<file path="src/rtl/decoder_pkg.sv">
// Shared types and helpers for the registered one-hot decoder / channel scanner.
// The DECODER_SCAN_BLANK_EN build option lives in decoder_scan_n.sv.
package decoder_pkg;

   typedef enum logic {
      MANUAL = 1'b0,
      SCAN   = 1'b1
   } scan_state_t;

   // Widest decoder the shared helper supports; instances slice it down to N.
   localparam int unsigned ONEHOT_MAX_N = 256;

   // Bounded one-hot encode: out-of-range indices decode to all-zero.
   function automatic logic [ONEHOT_MAX_N-1:0] onehot_n(input int unsigned idx,
                                                        input int unsigned n);
      logic [ONEHOT_MAX_N-1:0] v;
      v = '0;
      if ((idx < n) && (idx < ONEHOT_MAX_N)) begin
         v = ONEHOT_MAX_N'(1) << idx;
      end
      return v;
   endfunction

endpackage

</file>
<file path="src/rtl/decoder_scan_n_if.sv">
// Select/scan bus between a controller (master) and decoder_scan_n (slave).
interface decoder_scan_n_if #(
   parameter int N = 8,
   parameter int M = $clog2(N)
);

   logic         EN;
   logic         MODE;
   logic [M-1:0] SEL;
   logic [N-1:0] Y;
   logic [M-1:0] IDX;
   logic         WRAP;

   modport master (
      output EN, MODE, SEL,
      input  Y, IDX, WRAP
   );

   modport slave (
      input  EN, MODE, SEL,
      output Y, IDX, WRAP
   );

endinterface

</file>
<file path="src/rtl/decoder_scan_n_dwell_counter.sv">
// Modulo-DWELL counter for the scanner: counts while enabled, flags the
// last cycle of a channel's dwell, and can be cleared synchronously.
module dwell_counter #(
   parameter int DWELL = 4,
   parameter int DW    = $clog2(DWELL + 1)
) (
   input  logic clk,
   input  logic rst_n,
   input  logic en,
   input  logic clr,
   output logic tc
);

   localparam logic [DW-1:0] CNT_LAST = DW'(DWELL - 1);

   logic [DW-1:0] cnt_q, cnt_d;

   assign tc = (cnt_q == CNT_LAST);

   // NOTE: cnt_d is given its hold value first so no path leaves it unassigned (no latch).
   always_comb begin
      cnt_d = cnt_q;
      if (clr) begin
         cnt_d = '0;
      end else if (en) begin
         cnt_d = tc ? '0 : cnt_q + 1'b1;
      end
   end

   // NOTE: state is updated with <= so every flop samples pre-edge values.
   always_ff @(posedge clk or negedge rst_n) begin
      if (!rst_n) begin
         cnt_q <= '0;
      end else begin
         cnt_q <= cnt_d;
      end
   end

endmodule

</file>
<file path="src/rtl/decoder_scan_n.sv">
// Registered one-hot decoder with an auto-scan mode stepping through N channels.
// Define DECODER_SCAN_BLANK_EN to insert a one-cycle all-zero blank on each scan advance.
module decoder_scan_n
   import decoder_pkg::*;
#(
   parameter int N     = 8,
   parameter int M     = $clog2(N),
   parameter int DWELL = 4,
   parameter int DW    = $clog2(DWELL + 1)
) (
   input  logic            CLK,
   input  logic            N_RESET,
   decoder_scan_n_if.slave bus
);

   localparam logic         ST_MANUAL = MANUAL;
   localparam logic         ST_SCAN   = SCAN;
   localparam logic [M-1:0] IDX_LAST  = M'(N - 1);

`ifdef DECODER_SCAN_BLANK_EN
   localparam logic BLANK_EN = 1'b1;
`else
   localparam logic BLANK_EN = 1'b0;
`endif

   logic         state_q, state_d;
   logic [N-1:0] y_q, y_d;
   logic [M-1:0] idx_q, idx_d;
   logic         wrap_q, wrap_d;
   logic         blank_q, blank_d;

   logic         cnt_en, cnt_clr, cnt_tc;
   logic [M-1:0] idx_next;
   logic         sel_ok;

   function automatic logic [N-1:0] decode(input logic [M-1:0] i);
      return N'(onehot_n(32'(i), 32'(N)));
   endfunction

   dwell_counter #(
      .DWELL (DWELL),
      .DW    (DW)
   ) u_dwell (
      .clk   (CLK),
      .rst_n (N_RESET),
      .en    (cnt_en),
      .clr   (cnt_clr),
      .tc    (cnt_tc)
   );

   assign idx_next = (idx_q == IDX_LAST) ? '0 : idx_q + 1'b1;
   assign sel_ok   = (int'(bus.SEL) < N);

   always_comb begin
      state_d = state_q;
      y_d     = y_q;
      idx_d   = idx_q;
      wrap_d  = 1'b0;
      blank_d = blank_q;
      cnt_en  = 1'b0;
      cnt_clr = 1'b0;

      if (bus.EN) begin
         if (state_q == ST_MANUAL && bus.MODE) begin
            // Scan starts on SEL, falling back to channel 0 when SEL is out of range.
            state_d = ST_SCAN;
            idx_d   = sel_ok ? bus.SEL : '0;
            y_d     = decode(sel_ok ? bus.SEL : '0);
            blank_d = 1'b0;
            cnt_clr = 1'b1;
         end else if (!bus.MODE) begin
            state_d = ST_MANUAL;
            idx_d   = bus.SEL;
            y_d     = decode(bus.SEL);
            blank_d = 1'b0;
            cnt_clr = 1'b1;
         end else if (blank_q) begin
            // Blank cycle does not consume dwell time; light the new channel now.
            blank_d = 1'b0;
            y_d     = decode(idx_q);
         end else begin
            cnt_en = 1'b1;
            if (cnt_tc) begin
               idx_d   = idx_next;
               wrap_d  = (idx_q == IDX_LAST);
               blank_d = BLANK_EN;
               y_d     = BLANK_EN ? '0 : decode(idx_next);
            end
         end
      end
   end

   always_ff @(posedge CLK or negedge N_RESET) begin
      if (!N_RESET) begin
         state_q <= ST_MANUAL;
         y_q     <= '0;
         idx_q   <= '0;
         wrap_q  <= 1'b0;
         blank_q <= 1'b0;
      end else begin
         state_q <= state_d;
         y_q     <= y_d;
         idx_q   <= idx_d;
         wrap_q  <= wrap_d;
         blank_q <= blank_d;
      end
   end

   assign bus.Y    = y_q;
   assign bus.IDX  = idx_q;
   assign bus.WRAP = wrap_q;

   a_y_onehot0 : assert property (@(posedge CLK) disable iff (!N_RESET) $onehot0(y_q));
   a_idx_range : assert property (@(posedge CLK) disable iff (!N_RESET)
                                  (state_q == ST_SCAN) |-> (int'(idx_q) < N));

endmodule

</file>
<file path="src/flat_wrapper.sv">
// flat-port wrapper written by rule: the top's interface ports become plain ports
module decoder_scan_n_flat import decoder_pkg::*;
#(
   parameter int N     = 8,
   parameter int M     = $clog2(N),
   parameter int DWELL = 4,
   parameter int DW    = $clog2(DWELL + 1)
)
  (CLK, N_RESET, bus_EN, bus_MODE, bus_SEL, bus_Y, bus_IDX, bus_WRAP);
  decoder_scan_n_if #(.N(N), .M(M)) bus_i ();
  input  logic CLK;
  input  logic N_RESET;
  input wire logic [$bits(bus_i.EN)-1:0] bus_EN;
  input wire logic [$bits(bus_i.MODE)-1:0] bus_MODE;
  input wire logic [$bits(bus_i.SEL)-1:0] bus_SEL;
  output wire logic [$bits(bus_i.Y)-1:0] bus_Y;
  output wire logic [$bits(bus_i.IDX)-1:0] bus_IDX;
  output wire logic [$bits(bus_i.WRAP)-1:0] bus_WRAP;
  assign bus_i.EN = bus_EN;
  assign bus_i.MODE = bus_MODE;
  assign bus_i.SEL = bus_SEL;
  assign bus_Y = bus_i.Y;
  assign bus_IDX = bus_i.IDX;
  assign bus_WRAP = bus_i.WRAP;
  decoder_scan_n #(.N(N), .M(M), .DWELL(DWELL), .DW(DW)) u_core (.CLK(CLK), .N_RESET(N_RESET), .bus(bus_i));
endmodule
</file>
<file path="config.mk">
export PLATFORM = sky130hd
export DESIGN_NAME = decoder_scan_n_flat
export DESIGN_NICKNAME = d
export VERILOG_FILES = /design/src/rtl/decoder_pkg.sv /design/src/rtl/decoder_scan_n_if.sv /design/src/rtl/decoder_scan_n_dwell_counter.sv /design/src/rtl/decoder_scan_n.sv /design/src/flat_wrapper.sv
export SDC_FILE = /design/constraint.sdc
export NUM_CORES = 1
export LEC_CHECK = 0
export ABC_AREA = 1
export CORE_MARGIN = 2
export CORE_UTILIZATION = 45
export DETAILED_ROUTE_END_ITERATION = 7
export HOLD_SLACK_MARGIN = 0.15
export PLACE_DENSITY = 0.74
export SLEW_MARGIN = 5
export SYNTH_ARGS = -nofsm -noshare
export SYNTH_HDL_FRONTEND = slang
export SYNTH_SLANG_ARGS = --single-unit
</file>
<file path="constraint.sdc">
create_clock -name CLK -period 1.42 [get_ports CLK]
set_input_delay 0.213 -clock CLK [delete_from_list [all_inputs] [get_ports CLK]]
set_output_delay 0.213 -clock CLK [all_outputs]
set_load 0.005 [all_outputs]
</file>
==> Flow_metrics.wiki <==
{| class="wikitable"
! Metric !! Value
|-
| Result of the run || finished, final reports clean
|-
| Clock sink total || 16
|-
| Total iterations of the first detailed-routing run || 7
|-
| Total vias in the final route || 933
|-
| # Max-Cap Violations || 0
|-
| Crit path time final || 1.39 ns
|-
| Routed WL || 2.21 mm
|-
| Critical Path Fanout Max || 2
|-
| Initial DRC Count || 12
|-
| Dominant cell type by area after synthesis || sky130_fd_sc_hd__dfrtp_1
|-
| All-layer global routing usage || 0.189
|-
| Layout overhead on the synthesized area || 36.9%
|-
| Placed Cells incl. Taps || ~180
|-
| Setup slack after layout || 0.0273 ns
|-
| Library cell used as clock root buffer || sky130_fd_sc_hd__clkbuf_4
|-
| Number of non-filler instances in the completed layout || 184
|-
| Top-level I/O count || 19
|-
| Remaining routing DRC violations || 0
|-
| Synthesis warning total || 0
|-
| Antenna violations before repair || 0
|-
| DIE AREA || approximately 2500 µm²
|-
| Total gr overflow || 0
|-
| Element type at the critical path start || flop
|-
| Category of the most critical setup path || flop to flop
|-
| Worst slew pin tran || 0.277 ns
|-
| Worst relative slew slack || 0.815
|-
| Setup repair after global routing missed its margin || yes
|-
| Library cell with the highest instance count after synthesis || sky130_fd_sc_hd__nand2_1
|-
| Die span in x || 50.4 µm
|-
| Static Leakage || 0.709 nW
|-
| FMAX || 0.718 GHz
|-
| Count of hold buffers inserted by post-cts repair || 0
|-
| Antenna cells || 0
|-
| Final critical-path share of the clock period || 0.981
|-
| Top cells by area, synth || sky130_fd_sc_hd__dfrtp_1 (41%), sky130_fd_sc_hd__nand2_1 (24%), sky130_fd_sc_hd__ha_1 (9.0%)
|-
| Net count, final || 172
|-
| Buffers on Ports || 18
|-
| Average routed wire per standard cell || 12.0 µm
|-
| Depth of the worst register-to-register path || 7
|-
| Number of enable flip-flop cells after synthesis || 0
|-
| Largest net degree at the start of global routing || 17
|-
| Height of the die || 50.4 µm
|-
| Final RePlAce weighted congestion || 0.849
|-
| Primary FF master, synth || sky130_fd_sc_hd__dfrtp_1
|-
| Synth top area share || 0.413
|-
| Worst hold margin || around 0.23 ns
|-
| Clock buffer count from CTS || 3
|-
| Total nets after synthesis || 141
|-
| Row count || 16
|-
| Clock-pin slew of the registers on the worst-case setup and hold paths || 0.10 ns
|-
| DP Wirelength || 1.57 mm
|-
| Net switching power || ~0.37 mW
|-
| Nature of the critical path endpoint || flop
|-
| # setup viols final || 0
|-
| Register-to-register path setup slack || 0.03 ns
|-
| Yosys reg bits || 16
|-
| Worst setup skew after layout || between 0.008 and 0.009 ns
|-
| Final instance area || 1330 µm²
|-
| Pre-CTS setup slack || -0.0206 ns
|-
| Wire length of the first global-routing pass || 3.65 mm
|-
| DP Area || about 1200 µm²
|-
| Post-route antenna net violation count || 0
|-
| Worst R2R End || u_core.bus.IDX[2]$_DFFE_PN0P_
|-
| Reg power frac || 0.431
|-
| Total Power Consumption || 1.23 mW
|-
| Mean area per synthesized cell || approximately 7.6 µm²
|-
| Portion of total power attributed to combinational logic || 0.323
|-
| Portion of total power attributed to the clock network || 0.246
|-
| PwrDens || ~900 nW/µm²
|-
| Vias/cell || about 5
|-
| Deepest level of the CTS H-tree || 1
|-
| Clock tree from TritonCTS || done
|-
| Clk_lat worst skew || ~0.29 ns
|-
| Required time at the endpoint of the critical path || 1.65 ns
|-
| Number of cells produced by synthesis || between 100 and 150
|-
| Final core utilization || 0.663
|-
| Reg-to-reg startpoint || u_core.bus.IDX[0]$_DFFE_PN0P_
|-
| Max Transition Viols Final || 0
|-
| Async set-reset flop share out of synthesis || 1.00
|-
| Fill cells || 174
|-
| Worst path arrival time || 1.62 ns
|-
| Setup Total Neg Slack || 0 ns
|-
| Via count of the first global-routing pass || 875
|-
| Hold/Removal Path Class || primary input to asynchronous set/reset pin
|-
| Mapped cell area || 970 µm²
|-
| Hold Violations, Final || 0
|-
| Core Region || around 2000 µm²
|-
| Initial cell density of the core || 0.484
|-
| P_int || roughly 0.86 mW
|-
| Sw Ratio || 0.304
|-
| Layout cells sized above 1 || 0.197
|-
| Number of different library cells in the post-synthesis netlist || 18
|-
| Sequential element share of the synthesized area || 0.413
|-
| Worst supply voltage drop on vdd || 0.554 mV
|-
| Synth cell count leaders || sky130_fd_sc_hd__nand2_1 (61), sky130_fd_sc_hd__dfrtp_1 (16), sky130_fd_sc_hd__inv_1 (9), sky130_fd_sc_hd__nand3_1 (9), sky130_fd_sc_hd__ha_1 (7)
|-
| Clk buf depth || 2
|}
==> power by group through the flow <==
stage / sequential (mW) / combinational, mW / clock [mW]
after floorplan: 0.542 / 0.157 / 0
after global placement: 0.533 / 0.321 / 0
after detailed placement: 0.536 / 0.329 / 0
after CTS: 0.526 / 0.348 / 0.311
after global routing: 0.536 / 0.439 / 0.336
final: 0.529 / 0.397 / 0.302
==> state kept, by name, indices dropped and copies added (netlist names) <==
register	cells
u_core.bus.IDX	3
u_core.bus.WRAP	1
u_core.bus.Y	8
u_core.state_q	1
u_core.u_dwell.cnt_q	3
==> what timing repair did <==
item                                    4_1_cts  5_1_grt
setup buffers                                 2        1
cloned                                        0        0
gates resized for setup                       5        9
endpoints found under the setup margin        7       10
pin swaps                                     1       13
==> worst max-delay path: stages, from the launching register on <==
cell and delay, ns:
sky130_fd_sc_hd__dfrtp_1 0.43, sky130_fd_sc_hd__ha_4 0.18, sky130_fd_sc_hd__ha_4 0.29, sky130_fd_sc_hd__inv_4 0.04
sky130_fd_sc_hd__buf_4 0.12, sky130_fd_sc_hd__o21ai_1 0.11, sky130_fd_sc_hd__nand2_1 0.07, sky130_fd_sc_hd__nand2_1 0.07
==> final cells by class <==
class	count	area, µm²	share of cell area
tap	27	33.8	0.0254
inverter	11	43.8	0.0330
clock buffer	4	36.3	0.0273
timing repair buffer	29	279	0.210
sequential	16	400	0.302
multi-input combinational	97	534	0.402
==> how the worst max path moves through the flow <==
stage	startpoint	slack (ns)	end
after floorplan	u_core.bus.IDX[0]$_DFFE_PN0P_	0.03	u_core.bus.Y[5]$_DFFE_PN0P_
after global placement	u_core.bus.IDX[0]$_DFFE_PN0P_	0.01	u_core.bus.Y[5]$_DFFE_PN0P_
after detailed placement	u_core.bus.IDX[0]$_DFFE_PN0P_	-0.02	u_core.bus.Y[7]$_DFFE_PN0P_
after CTS	u_core.bus.IDX[0]$_DFFE_PN0P_	-0.02	u_core.bus.Y[1]$_DFFE_PN0P_
after global routing	u_core.bus.IDX[0]$_DFFE_PN0P_	-0.04	u_core.bus.Y[6]$_DFFE_PN0P_
final	u_core.bus.IDX[0]$_DFFE_PN0P_	0.03	u_core.bus.IDX[2]$_DFFE_PN0P_
==> logic make-up after synthesis <==
group	share of synthesized area
compound gates	0.0529
fa+ha+maj	0.0903
buf+inv	0.0800
flops	0.413
simple gates	0.364
==> metal layers <==
layer,vias up,part of all wire,track usage
li1,452,-,-
met1,436,0.41,0.234
met2,38,0.51,0.333
met3,7,0.059,0.0298
met4,0,0.019,0.0631
met5,-,0,0
==> cell usage in the layout (no fill, tap or decap) <==
| master | instances |
|---|---|
| sky130_fd_sc_hd__clkbuf_8 | 1 |
| sky130_fd_sc_hd__nand2_1 | 60 |
| sky130_fd_sc_hd__clkbuf_4 | 3 |
| sky130_fd_sc_hd__buf_12 | 1 |
| sky130_fd_sc_hd__dfrtp_1 | 16 |
| sky130_fd_sc_hd__o21ai_1 | 4 |
| sky130_fd_sc_hd__o21ai_4 | 1 |
| sky130_fd_sc_hd__nor2_1 | 4 |
| sky130_fd_sc_hd__buf_6 | 1 |
| sky130_fd_sc_hd__nand3_1 | 9 |
| sky130_fd_sc_hd__inv_2 | 3 |
| sky130_fd_sc_hd__a21oi_1 | 1 |
| sky130_fd_sc_hd__clkdlybuf4s50_1 | 15 |
| sky130_fd_sc_hd__o21ai_0 | 2 |
| sky130_fd_sc_hd__dlygate4sd2_1 | 2 |
| sky130_fd_sc_hd__dlymetal6s2s_1 | 1 |
| sky130_fd_sc_hd__ha_4 | 2 |
| sky130_fd_sc_hd__nand2_2 | 3 |
| sky130_fd_sc_hd__ha_1 | 5 |
| sky130_fd_sc_hd__inv_1 | 7 |
| sky130_fd_sc_hd__inv_4 | 1 |
| sky130_fd_sc_hd__nor2_4 | 3 |
| sky130_fd_sc_hd__nand3_2 | 1 |
| sky130_fd_sc_hd__nand2_4 | 2 |
| sky130_fd_sc_hd__buf_4 | 9 |
Power figures use the tool's default switching activity.
